[config.mk]
export PLATFORM = sky130hd
export DESIGN_NAME = opb_register_bank_simulink2ppc
export DESIGN_NICKNAME = d
export VERILOG_FILES = /design/src/rtl/opb_regbank_pkg.sv /design/src/rtl/opb_slave_ack_decode.sv /design/src/rtl/opb_register_bank_simulink2ppc.sv
export SDC_FILE = /design/constraint.sdc
export NUM_CORES = 1
export LEC_CHECK = 0
export ABC_AREA = 1
export CAP_MARGIN = 20
export CORE_MARGIN = 8
export CORE_UTILIZATION = 50
export CTS_CLUSTER_DIAMETER = 120
export DETAILED_ROUTE_END_ITERATION = 10
export DONT_BUFFER_PORTS = 1
export GPL_TIMING_DRIVEN = 0
export PLACE_DENSITY = 0.66
export REMOVE_ABC_BUFFERS = 1
export SLEW_MARGIN = 0
export SYNTH_ARGS = -nofsm -noshare
export SYNTH_HDL_FRONTEND = slang
export SYNTH_SLANG_ARGS = --single-unit
export TNS_END_PERCENT = 1
[constraint.sdc]
create_clock -name OPB_Clk -period 4.25 [get_ports OPB_Clk]
set_clock_uncertainty 0.15 [all_clocks]
set_input_delay 0.425 -clock OPB_Clk [delete_from_list [all_inputs] [get_ports OPB_Clk]]
set_output_delay 0.425 -clock OPB_Clk [all_outputs]
set_load 0.005 [all_outputs]
[src/rtl/opb_regbank_pkg.sv]
// opb_regbank_pkg
//   Shared constants for the OPB software-register bank: register offsets,
//   control bit position, status word field layout and channel limit, plus a
//   helper that assembles the control/status read word.
//   Compile this package before any file that imports it.
package opb_regbank_pkg;

   // Byte offsets inside the bank.
   localparam int REG_CTRL_OFS    = 0;
   localparam int REG_CH_BASE_OFS = 4;

   // Control write: numeric value bit that requests a software snapshot.
   localparam int CTRL_SNAP_BIT   = 0;

   // Status read word layout: {snap_count, 8'h00, num_ch}.
   localparam int STAT_NUM_CH_LSB = 0;
   localparam int STAT_NUM_CH_W   = 8;
   localparam int STAT_COUNT_LSB  = 16;
   localparam int STAT_COUNT_W    = 16;

   localparam int MAX_NUM_CH      = 32;

   function automatic logic [31:0] status_word(input logic [STAT_COUNT_W-1:0]  cnt,
                                               input logic [STAT_NUM_CH_W-1:0] num_ch);
      logic [31:0] w;
      w = '0;
      w[STAT_COUNT_LSB  +: STAT_COUNT_W]  = cnt;
      w[STAT_NUM_CH_LSB +: STAT_NUM_CH_W] = num_ch;
      return w;
   endfunction

endpackage

[src/rtl/opb_slave_ack_decode.sv]
// opb_slave_ack_decode
//   Address window compare, byte-offset capture and one-cycle acknowledge
//   generation for a simple OPB slave register block.
//   Handshake: a transfer is requested while select_i is high with addr_i in
//   [C_BASEADDR, C_HIGHADDR]; ack_o is high for exactly one cycle, one cycle
//   after the request is first sampled. A request still held in the ack cycle
//   is not acked again; a request held beyond that gets a fresh ack.
// Ports
//   clk_i, rst_i   clock, synchronous active-high reset
//   addr_i         OPB address (numeric, MSB first)
//   select_i       transfer request
//   rnw_i          1 = read, 0 = write
//   ack_o          transfer acknowledge (suppressed while rst_i is high)
//   rnw_o          direction of the transfer being acked
//   ofs_o          byte offset from C_BASEADDR of the transfer being acked
module opb_slave_ack_decode #(
   parameter int                  C_AWIDTH   = 32,
   parameter logic [C_AWIDTH-1:0] C_BASEADDR = '0,
   parameter logic [C_AWIDTH-1:0] C_HIGHADDR = '1
) (
   input  logic                clk_i,
   input  logic                rst_i,
   input  logic [C_AWIDTH-1:0] addr_i,
   input  logic                select_i,
   input  logic                rnw_i,
   output logic                ack_o,
   output logic                rnw_o,
   output logic [C_AWIDTH-1:0] ofs_o
);

   logic                hit;
   logic                ack_q, ack_d;
   logic                rnw_q, rnw_d;
   logic [C_AWIDTH-1:0] ofs_q, ofs_d;

   assign hit = select_i && (addr_i >= C_BASEADDR) && (addr_i <= C_HIGHADDR);

   always_comb begin
      ack_d = hit & ~ack_q;
      rnw_d = rnw_q;
      ofs_d = ofs_q;
      // Offset and direction are frozen for the ack cycle so the data path
      // only looks at registered state.
      if (ack_d) begin
         rnw_d = rnw_i;
         ofs_d = addr_i - C_BASEADDR;
      end
   end

   always_ff @(posedge clk_i) begin
      if (rst_i) begin
         ack_q <= 1'b0;
         rnw_q <= 1'b0;
         ofs_q <= '0;
      end else begin
         ack_q <= ack_d;
         rnw_q <= rnw_d;
         ofs_q <= ofs_d;
      end
   end

   // Reset cancels an ack that is already showing.
   assign ack_o = ack_q & ~rst_i;
   assign rnw_o = rnw_q;
   assign ofs_o = ofs_q;

endmodule

[src/rtl/opb_register_bank_simulink2ppc.sv]
// opb_register_bank_simulink2ppc
//   Read-only bank of C_NUM_CH 32-bit user words on the OPB.
//   Offset 0x00: status {snap_count, 8'h00, C_NUM_CH}; write bit 0 = 1 requests
//   a snapshot. Offset 4*(i+1): channel i. Other in-window offsets read 0.
//   Optional feature macro OPB_REGBANK_SNAPSHOT_EN: all channels are captured
//   together on a software or fabric trigger and snap_count counts captures.
//   Without it the shadow follows user_data_in every cycle.
// Ports
//   OPB_Clk, OPB_Rst              clock, synchronous active-high reset
//   OPB_ABus/BE/DBus/RNW/select/seqAddr   OPB slave inputs (BE, seqAddr unused)
//   Sl_DBus, Sl_xferAck           read data (0 unless acking a read), ack
//   Sl_errAck, Sl_retry, Sl_toutSup       tied 0
//   user_data_in                  channel i at bits [32i+31:32i]
//   user_snap                     fabric trigger, level-sampled
//   snap_done                     pulse in the cycle after each capture
module opb_register_bank_simulink2ppc
   import opb_regbank_pkg::*;
#(
   parameter logic [31:0] C_BASEADDR   = 32'h01008300,
   parameter logic [31:0] C_HIGHADDR   = 32'h010083FF,
   parameter int          C_OPB_AWIDTH = 32,
   parameter int          C_OPB_DWIDTH = 32,
   parameter              C_FAMILY     = "virtex5",
   parameter int          C_NUM_CH     = 4
) (
   input  logic                    OPB_Clk,
   input  logic                    OPB_Rst,
   input  logic [0:31]             OPB_ABus,
   input  logic [0:3]              OPB_BE,
   input  logic [0:31]             OPB_DBus,
   input  logic                    OPB_RNW,
   input  logic                    OPB_select,
   input  logic                    OPB_seqAddr,
   output logic [0:31]             Sl_DBus,
   output logic                    Sl_xferAck,
   output logic                    Sl_errAck,
   output logic                    Sl_retry,
   output logic                    Sl_toutSup,
   input  logic [32*C_NUM_CH-1:0]  user_data_in,
   input  logic                    user_snap,
   output logic                    snap_done
);

   if (C_OPB_DWIDTH != 32 || C_NUM_CH < 1 || C_NUM_CH > MAX_NUM_CH ||
       (C_HIGHADDR - C_BASEADDR) < 32'(4 * C_NUM_CH + 3)) begin : g_bad_cfg
      $error("opb_register_bank_simulink2ppc (%s): unsupported parameters", C_FAMILY);
   end

   logic                    ack;
   logic                    rnw_q;
   logic [31:0]             ofs_q;
   logic [32*C_NUM_CH-1:0]  shadow_q, shadow_d;
   logic [15:0]             cnt_q, cnt_d;
   logic                    done_q, done_d;
   logic [31:0]             rd_word;
   logic                    unused_inputs;

   opb_slave_ack_decode #(
      .C_AWIDTH   (C_OPB_AWIDTH),
      .C_BASEADDR (C_BASEADDR),
      .C_HIGHADDR (C_HIGHADDR)
   ) u_decode (
      .clk_i    (OPB_Clk),
      .rst_i    (OPB_Rst),
      .addr_i   (OPB_ABus),
      .select_i (OPB_select),
      .rnw_i    (OPB_RNW),
      .ack_o    (ack),
      .rnw_o    (rnw_q),
      .ofs_o    (ofs_q)
   );

`ifdef OPB_REGBANK_SNAPSHOT_EN
   logic sw_trig;
   logic capture;

   // Write data is held by the master through the ack cycle, so the trigger
   // lands on the edge that ends the ack.
   assign sw_trig = ack & ~rnw_q & (ofs_q == 32'(REG_CTRL_OFS)) &
                    OPB_DBus[31-CTRL_SNAP_BIT];
   // Both sources at once still make a single capture.
   assign capture = user_snap | sw_trig;

   always_comb begin
      shadow_d = shadow_q;
      cnt_d    = cnt_q;
      done_d   = capture;
      if (capture) begin
         shadow_d = user_data_in;
         cnt_d    = cnt_q + 16'd1;
      end
   end
`else
   always_comb begin
      shadow_d = user_data_in;
      cnt_d    = '0;
      done_d   = 1'b0;
   end
`endif

   always_ff @(posedge OPB_Clk) begin
      if (OPB_Rst) begin
         shadow_q <= '0;
         cnt_q    <= '0;
         done_q   <= 1'b0;
      end else begin
         shadow_q <= shadow_d;
         cnt_q    <= cnt_d;
         done_q   <= done_d;
      end
   end

   // Read mux works on pre-edge state, so a read acked on a capture edge
   // returns the old shadow and the old count.
   always_comb begin
      rd_word = '0;
      if (ofs_q == 32'(REG_CTRL_OFS)) begin
         rd_word = status_word(cnt_q, 8'(C_NUM_CH));
      end
      for (int i = 0; i < C_NUM_CH; i++) begin
         if (ofs_q == 32'(REG_CH_BASE_OFS + 4 * i)) begin
            rd_word = shadow_q[32*i +: 32];
         end
      end
   end

   assign Sl_DBus    = (ack && rnw_q) ? rd_word : 32'h0;
   assign Sl_xferAck = ack;
   assign Sl_errAck  = 1'b0;
   assign Sl_retry   = 1'b0;
   assign Sl_toutSup = 1'b0;
   assign snap_done  = done_q;

   assign unused_inputs = ^{OPB_BE, OPB_seqAddr, OPB_DBus, user_snap};

endmodule
==> run_results.csv <==
group,metric,value,unit
hold_path,hp-class,"primary input to register",
floorplan,core,13100,um2
grt,grt_pass1_vias,6009,
logic_synthesis,synth.largest_area_cell,"dfxtp_1",
setup_path,required,3.67,ns
drt,wl_per_cell,14.5,um
clocking,clock_sinks,162,
drt,ant_nets,0,
grt,grt_max_degree,130,
logic_synthesis,yosysTopAreaCellShare,0.490,
timing,final-max-slew-violation-count,0,
drt,wl,18.1,mm
logic_synthesis,ys_types,31,
setup_path,worstReg2RegStart,"u_decode.ack_q",
grt,antenna_found_initial,0,
outcome,status,"complete, no violations",
logic_synthesis,synth-seq-cells,162,
power,totalPowerFinal,3.29,mW
timing,finalSetupTns,0,ns
job,max_cap_violations,0,
setup_path,startpoint,"u_decode.ofs_o[0]",
setup_path,critPathArrivalTime,2.99,ns
drt,drcViolationCount,0,
timing,rsz0062_at_grt,"false",
floorplan,io_pins,239,
clocking,clkTransAtPathRegs,0.06,ns
floorplan,die_y,131,um
layout,drive_above_1_share,0.0567,
drt,viasPerCell,4.78,
setup_path,worstSetupPathType,"register to output port",
logic_synthesis,synthCells,947,
power,p_leak,4.32,nW
drt,via_count,5997,
layout,layout.nets,1266,
logic_synthesis,ys_seq_area_frac,0.490,
setup_path,cp_common_cell,"o21ai_0",
grt,grt_pass1_wl,28.6,mm
setup_path,path_cells,"nor2_2 > nand3_1 > nor2_4 > nand4_2 > o21ai_0 > o21ai_0 > nor2_1",
grt,grt_util_all_layers,0.215,
timing,setup_violations,0,
floorplan,rows,42,
clocking,post-cts-setup-buffers,0,
drt,dr.pass1.iters,5,
hold_path,hold_path_startpoint,"OPB_ABus[23]",
power,power_density,381,nW/um2
logic_synthesis,synth_top_cells_by_area,"dfxtp_1 49%, nor2_1 15%, inv_1 11%, nand3_1 6.2%, nand2_1 5.3%",
logic_synthesis,synth.avg_cell_area,6.99,um2
setup_path,cpPeakStageDelay,0.65,ns
layout,utilization,0.659,
clocking,root_buffer,"clkbuf_16",
floorplan,die-area,17200,um2
clocking,numCtsBuffers,17,
layout,fillers,1027,
clocking,ctsHoldBuffers,138,
clocking,h-tree-depth,4,
timing,whs,0.0237,ns
setup_path,endpoint_kind,"output port",
logic_synthesis,netlist_area,6620,um2
power,peakVddDrop,0.322,mV
clocking,clk_latency,0.42,ns
timing,clock.fmax,281,MHz
placement,dpl.hpwl,10.2,mm
timing,hold_viol,0,
layout,syn_to_final_growth,30.3,%
timing,layout_worst_path_cycle_share,0.838,
timing,maxSlewHeadroom,0.365,
timing,tightest_slew,0.951,ns
clocking,cts_resized,0,
clocking,cts_tree,"yes",
floorplan,start_util,0.506,
floorplan,dieWidth,131,um
placement,place.gp.congestion,0.765,
setup_path,startpoint_type,"register",
grt,grt-ovfl-total,0,
placement,port_buffers,0,
logic_synthesis,ys_warn_count,0,
setup_path,crit_slowest_cell,"nor2_4",
clocking,cts_buffer_depth,2,
drt,drtIter0Drc,433,
setup_path,worst-path-max-fanout,35,
timing,min_period,3.56,ns
==> through the flow <==
step / setup slack, ns / cells / cell area, um2
after floorplan: 1.66 / 904 / 6400
after global placement: 0.788 / 1080 / 6620
after detailed placement: 1.08 / 1082 / 6650
after CTS: 0.603 / 1252 / 8620
after global routing: 0.304 / 1252 / 8620
final: 0.687 / 1254 / 8620
==> final cells by class <==
type / count / area (um2) / share of cell area
Timing Repair Buffer: 140 / 1430 / 0.166
Inverter: 197 / 743 / 0.0862
Clock buffer: 17 / 425 / 0.0493
Multi-Input combinational cell: 545 / 2410 / 0.280
Sequential cell: 162 / 3240 / 0.376
Clock inverter: 15 / 145 / 0.0168
Antenna cell: 2 / 5.00 / 0.000580
Tap cell: 176 / 220 / 0.0255
==> sequential cells by signal, indices dropped and copies added, names as in the netlist <==
signal          count
u_decode.rnw_o      1
u_decode.ack_q      1
shadow_q          128
u_decode.ofs_o     32
==> cells in the mapped netlist <==
cell type / count
nand2_4: 2
conb_1: 1
inv_1: 192
nor2_2: 3
dfxtp_1: 162
nor2_8: 1
nor2_1: 257
a21oi_2: 1
a21boi_0: 1
nand3_2: 2
a21oi_1: 17
or2_0: 3
ha_1: 1
nor4_1: 1
nand2_1: 93
inv_4: 1
nand4_1: 5
clkinv_2: 1
o21ai_1: 13
clkbuf_1: 25
nand3_1: 82
or2_2: 4
buf_6: 3
buf_2: 12
nand4_2: 1
buf_4: 6
o211ai_1: 2
nor2_4: 7
nor3_1: 4
o21ai_0: 41
inv_2: 3
==> placed cells by master (no fill, tap or decap), types with 2 or more instances in the layout <==
master | synthesis | final
nor2_1 | 257 | 257
inv_1 | 192 | 192
dfxtp_1 | 162 | 162
dlygate4sd3_1 | 0 | 137
nand2_1 | 93 | 93
nand3_1 | 82 | 82
o21ai_0 | 41 | 41
a21oi_1 | 17 | 17
clkbuf_16 | 0 | 17
o21ai_1 | 13 | 13
nor2_4 | 7 | 7
inv_6 | 0 | 6
nand4_1 | 5 | 5
nor3_1 | 4 | 4
clkinv_2 | 1 | 4
or2_2 | 4 | 4
conb_1 | 1 | 4
nor2_2 | 3 | 3
inv_2 | 3 | 3
or2_0 | 3 | 3
diode_2 | 0 | 2
nand3_2 | 2 | 2
nand2_4 | 2 | 2
o211ai_1 | 2 | 2
inv_8 | 0 | 2
clkinv_4 | 0 | 2
buf_8 | 0 | 2
==> metal layers <==
layer,vias up,wire (um),global-route usage
met5,-,0,0
met4,0,612,0.113
met3,45,1480,0.0684
met2,229,9130,0.368
met1,2688,6910,0.234
li1,3035,-,-
==> final timing paths <==
path	slack (ns)	endpoint	depth (start not counted)
hold / removal	0.02	u_decode.ofs_o[8]	3
hold reg to reg	0.30	u_decode.ofs_o[30]	2
setup / recovery	0.69	Sl_DBus[20]	7
setup reg to reg	2.05	u_decode.ofs_o[8]	8
==> kinds of logic after synthesis <==
logic type | Yosys count | synth area share
buffers and inverters | 243 | 0.147
adders and majority gates | 1 | 0.00189
and+or+nand+nor | 465 | 0.302
AOI/OAI and AO/OA | 75 | 0.0584
DFF | 162 | 0.490
other | 1 | 0.000566
==> critical path, delay by kind of cell, from the launching register on <==
family | cells | cell delay [ns]
AND/OR/NAND/NOR | 5 | 1.73
AO/OA/AOI/OAI | 2 | 0.50
flip-flops | 1 | 0.32
==> report_power, final <==
part | leakage, nW | internal, mW | switching [mW]
logic | 2.69 | 0.118 | 0.0925
registers | 1.34 | 1.58 | 0.0161
clock network | 0.283 | 0.823 | 0.655
total | 4.32 | 2.52 | 0.764
No activity file was read; power rests on OpenSTA's default activity.
